**src/rtl/match_event_logger.sv**
```systemverilog
// Timestamped match-event logger: free-running cycle counter, small event FIFO,
// saturating total-match counter and sticky overflow flag.
module match_event_logger #(
  parameter int unsigned TS_W  = 16,
  parameter int unsigned DEPTH = 4,
  parameter int unsigned CNT_W = 16
) (
  input  logic                     clk_i,
  input  logic                     reset_i,
  input  logic                     match_i,
  input  logic                     clear_i,
  output logic                     evt_valid_o,
  input  logic                     evt_ready_i,
  output logic [TS_W-1:0]          evt_ts_o,
  output logic [$clog2(DEPTH):0]   fifo_level_o,
  output logic [CNT_W-1:0]         match_cnt_o,
  output logic                     ovf_o
);

  localparam int unsigned AW = $clog2(DEPTH);
  localparam int unsigned LW = AW + 1;

  logic [TS_W-1:0]  ts_q, ts_d;
  logic [AW-1:0]    wptr_q, wptr_d, rptr_q, rptr_d;
  logic [LW-1:0]    level_q, level_d;
  logic [CNT_W-1:0] cnt_q, cnt_d;
  logic             ovf_q, ovf_d;
  logic [TS_W-1:0]  mem_q [DEPTH];

  logic empty, full, push, pop;

  always_comb begin
    empty = (level_q == '0);
    full  = (level_q == LW'(DEPTH));
    pop   = !empty && evt_ready_i;
    // A pop in the same cycle frees the slot, so a full FIFO still accepts the push.
    push  = match_i && (!full || pop);

    ts_d   = ts_q + TS_W'(1);
    wptr_d = push ? wptr_q + AW'(1) : wptr_q;
    rptr_d = pop  ? rptr_q + AW'(1) : rptr_q;
    unique case ({push, pop})
      2'b10:   level_d = level_q + LW'(1);
      2'b01:   level_d = level_q - LW'(1);
      default: level_d = level_q;
    endcase
    cnt_d = (match_i && (cnt_q != '1)) ? cnt_q + CNT_W'(1) : cnt_q;
    ovf_d = ovf_q | (match_i && !push);

    if (clear_i) begin
      ts_d    = '0;
      wptr_d  = '0;
      rptr_d  = '0;
      level_d = '0;
      cnt_d   = '0;
      ovf_d   = 1'b0;
    end
  end

  always_ff @(posedge clk_i) begin
    if (reset_i) begin
      ts_q    <= '0;
      wptr_q  <= '0;
      rptr_q  <= '0;
      level_q <= '0;
      cnt_q   <= '0;
      ovf_q   <= 1'b0;
    end else begin
      ts_q    <= ts_d;
      wptr_q  <= wptr_d;
      rptr_q  <= rptr_d;
      level_q <= level_d;
      cnt_q   <= cnt_d;
      ovf_q   <= ovf_d;
    end
  end

  // Storage is not reset; the level counter alone defines which entries are live.
  always_ff @(posedge clk_i) begin
    if (!reset_i && !clear_i && push) begin
      mem_q[wptr_q] <= ts_q;
    end
  end

  assign evt_valid_o  = !empty;
  assign evt_ts_o     = mem_q[rptr_q];
  assign fifo_level_o = level_q;
  assign match_cnt_o  = cnt_q;
  assign ovf_o        = ovf_q;

endmodule

```
**config.mk**
```make
export PLATFORM = sky130hd
export DESIGN_NAME = match_event_logger
export DESIGN_NICKNAME = d
export VERILOG_FILES = /design/src/rtl/match_event_logger.sv
export SDC_FILE = /design/constraint.sdc
export NUM_CORES = 1
export LEC_CHECK = 0
export ABC_AREA = 1
export CORE_ASPECT_RATIO = 1.75
export CORE_MARGIN = 1.5
export CORE_UTILIZATION = 50
export CTS_CLUSTER_SIZE = 28
export DETAILED_ROUTE_END_ITERATION = 10
export HOLD_SLACK_MARGIN = 0.03
export PLACE_DENSITY = 0.77
export SLEW_MARGIN = 25
export SYNTH_ARGS = -nofsm -noshare
export SYNTH_HDL_FRONTEND = slang
export SYNTH_SLANG_ARGS = --single-unit
```
**constraint.sdc**
```tcl
create_clock -name clk_i -period 2.89 [get_ports clk_i]
set_clock_uncertainty 0.1 [all_clocks]
set_input_delay 0.578 -clock clk_i [delete_from_list [all_inputs] [get_ports clk_i]]
set_output_delay 0.578 -clock clk_i [all_outputs]
set_load 0.02 [all_outputs]
```
# After elaboration in Yosys (flattened, before gate mapping)

Memory sizes are Yosys's and may differ from the RTL's. A register that Yosys moved wholly into a read port is not among the register bits.
Index checks and enable logic that the tools add are counted.

Add/subtract/negate cells: 6
Reductions and logical operators: 15
Multiplexer cells: 5
Bitwise operators: 1
Equal/unequal tests: 4

Operators by type and width:

| kind                                                                | number |
|---|---|
| 16-bit by 1-bit adder with 16-bit output (second input constant)    | 2 |
| 16-bit != test (second input constant)                              | 1 |
| 1-bit logical AND                                                   | 6 |
| 3-bit case mux with 2 select lines                                  | 1 |
| 1-bit logical NOT                                                   | 5 |
| 2-bit by 1-bit adder with 2-bit output (second input constant)      | 2 |
| 2-bit two-way mux                                                   | 2 |
| 3-bit by 1-bit adder with 3-bit output (second input constant)      | 1 |
| 3-bit == test (second input constant)                               | 1 |
| 3-bit logical NOT                                                   | 1 |
| 3-bit by 1-bit subtractor with 3-bit output (second input constant) | 1 |
| 2-bit by 1-bit == test with 1-bit output (second input constant)    | 1 |
| 2-bit == test (second input constant)                               | 1 |
| 1-bit two-way mux                                                   | 2 |
| 2-bit nonzero test                                                  | 1 |
| 2-bit OR reduction                                                  | 1 |
| 1-bit logical OR                                                    | 1 |
| 1-bit bitwise OR                                                    | 1 |

Word-level logic and storage cells: 38
Output and inout bits: 37
Register bits after elaboration: 40
Memories: 1
Bits in writable memories: 64

Memory list:

| memory | words | bits a word | read ports | clocked after Yosys merged registers in | wr ports | line | source |
|---|---|---|---|---|---|---|---|
| mem_q  | 4     | 16          | 1          | 1                                       | 1        | 28   | `logic [TS_W-1:0] mem_q [DEPTH];` |

# Logic depth before layout (Yosys ltp)

Depth after elaboration: 8
Gate-level depth with buffers: 10
Depth with buffers taken out: 10

# Worst setup path after synthesis

OpenSTA, ideal clock, no wires.

Kind: input-to-reg
From: input clear_i
To: memory mem_q[0][0], enable pin
Slack: 0.627 ns
Library setup time: 0.389 ns
Cell stages on the path: 3
Path buffers: 0
Data arrival time: 1.775 ns
Cells stage by stage: nor2_1 nand3_1 nor2_1

Cells in the longest elaborated chain, start to end: 5

Ends and longest elaborated chain:

| element                                 | line | source |
|---|---|---|
| start: declaration                      | 11   | `input logic clear_i,` |
| 1-bit logical NOT                       | 80   | `if (!reset_i && !clear_i && push) begin` |
| 1-bit logical AND (2 in series)         | 80   |  |
| 1-bit two-way mux                       | 80   |  |
| 1-bit two-way mux (implied by the code) | 81   | `mem_q[wptr_q] <= ts_q;` |
| end: declaration                        | 28   |  |

No other way between the ends.

==> run summary <==
Gpl congestion: 0.859
Vias per Instance: 5.28
Largest net degree at the start of global routing: 33
Synth async-reset ratio: 0%
Initial Util: 51.9%
Max Slew Vio Count: 0
Post-synthesis sequential area ratio: 60.6%
Period utilization: 96.7%
Outcome: finished clean
Max Cap Viol: 0
Commonest cells after routing, fill and taps aside: nand2_1, nor2_1, edfxtp_1
Final hold violation count: 0
Initial antenna violation count: 0
WS Path Type: register to primary output
R2R Path Start: fifo_level_o[2]$_SDFFE_PP0P_
Syn_area_per_cell: 9.56 um2
CP startpoint kind: register
Final Critical Period: 2.80 ns
Fillers: 765
DP Worst Slack: 0.353 ns
Syn nets: 489
FP Rows: 45
Total die area: 9720 um2
Area grow syn2layout: 20.2%
Ranking of synthesized cells by area: edfxtp_1, dfxtp_1, nand2_1
HP Class: register to register
CTS clk-pin slew, worst paths: 0.07 ns
Wire per inst: 14.4 um
Clock sink total: 106
CTS tree: yes
Ant. Diodes: 0
GRT overflow: 0
Post-Route WL: 9300 um
PortBufs: 41
Commonest non-fill, non-tap cell in the layout: nand2_1
Worst slew pin tran: 0.974 ns
Pwr dens: 576 nW/um2
ANT nets after route: 0
Vias post-DR: 3416
Hold_sp: rptr_q[0]$_SDFFE_PP0P_
Post-Synthesis Cells: 477
Synth Cell Area: 4560 um2
Leak: 1.86 nW
H-tree levels: 3
Slew HR: 35.0%
Total negative setup slack: 0 ns
Fraction of layout cells with a size suffix above 1: 10.6%
Reg2Reg Setup Slack: 0.93 ns
Root Driver: clkbuf_16
Die width: 75.2 um
First-pass GRT wire length: 15200 um
Max Root-Sink Buffers: 2
HPWL after DPL: 6280 um
FF+latch area: 2760 um2
Share of the synthesized area in the top cell type: 42.2%
Clk_lat worst skew: 0.34 ns
Fmax: 0.358 GHz
Yosys warnings: 0
Vias in the first global route: 3278
Num CTS Buffers: 9
Nets: 537
Drt pass-1 iters: 4
CP Capture Type: primary output
Setup Viol. Count Final: 0
DR iter-0 viols: 251
Setup ws final: 0.0947 ns
Die Y: 129 um
Post-synth cell types: 29
WP data required: 2.21 ns
Seq cells post-synth: 106
CTS Hold Bufs: 0
Area of the core region: 8780 um2
Drc violations: 0
Main synth FF type: edfxtp_1
Area of the multi-input gates: 1590 um2
Post-synth EDFFs: 64
Setup repair bufs after CTS: 0
Total track usage: 20.8%
Area leader, netlist: edfxtp_1
Peak VDD IR: 401 uV
Worst-path maximum fanout: 22
RSZ-0062 raised after global routing: no
Critical Path AT: 2.12 ns
# IOs: 42
## critical path, cell delays in order, from the launching register on
cell	delay, ns
dfxtp_2	0.45
buf_4	0.28
o21ai_0	0.19
o22ai_1	0.22
clkdlybuf4s50_1	0.63
## sequential cells by signal, indices dropped and copies added, names as in the netlist, named ones only
signal	cells
rptr_q	2
mem_q	64
ovf_o	1
wptr_q	2
fifo_level_o	3
match_cnt_o	16
ts_q	16
## final cells by class
class	instances	area share, %
clock buffers	9	4.11
repair buffers	50	8.72
multi-input cells	319	29.0
inverters	39	2.74
well taps	117	2.67
clock inverters	7	2.31
flip-flops and latches	106	50.4
## power by group
| part | switching (W) | total [W] | internal [W] |
|---|---|---|---|
| sequential | 0.0000117 | 0.00161 | 0.00160 |
| combinational | 0.0000958 | 0.000157 | 0.0000611 |
| clock | 0.000532 | 0.00139 | 0.000855 |
| total | 0.000639 | 0.00316 | 0.00252 |
## cells in the mapped netlist, types with 2 or more instances
cell type,number
nand2_1,87
nor2_1,83
edfxtp_1,64
o21ai_0,48
dfxtp_1,42
inv_1,38
a21oi_1,18
o22ai_1,16
nand3_1,13
a21oi_2,11
clkbuf_1,9
ha_1,6
nand4_1,6
nand2_2,5
nor2_2,4
nor3_1,4
or2_2,4
xnor2_1,4
xor2_1,4
buf_2,2
## cells by family (layout without fill, tap and decap cells)
logic type / count (synthesis) / count (layout) / share of synthesized area [%]
xor+xnor: 8 / 8 / 1.54
flops: 106 / 106 / 60.6
fa+ha+maj: 7 / 7 / 2.09
buf+inv: 52 / 105 / 4.50
compound gates: 95 / 95 / 12.1
simple gates: 209 / 209 / 19.2
## per-layer routing
metal	track usage, %	up-vias	wire (um)
li1	-	1705	-
met1	23.3	1619	3760
met2	37.3	74	5000
met3	4.20	18	309
met4	9.03	0	228
met5	0	-	0
## per-stage QoR
stage	hold slack, ns	total power [W]	util (%)	std cells	cell area, um2
final	0.378	0.00316	62.4	647	5480
after global routing	0.395	0.00327	62.4	647	5480
after CTS	0.380	0.00319	62.4	647	5480
after detailed placement	0.365	0.00181	58.3	631	5120
after global placement	0.352	0.00180	58.3	631	5120
after floorplan	0.344	0.00174	-	477	4560
## path summary, 6_finish.rpt
kind                                  end  cells after the start
max reg2reg  fifo_level_o[2]$_SDFFE_PP0P_                      8
max                          evt_ts_o[11]                      4
min                rptr_q[0]$_SDFFE_PP0P_                      1
min reg2reg        rptr_q[0]$_SDFFE_PP0P_                      1
## what timing repair did
action,CTS,global route
endpoints found under the hold margin,0,0
setup endpoints to repair,1,1
gates resized for setup,1,1
pin swaps,0,0
Power figures use the tool's default switching activity.
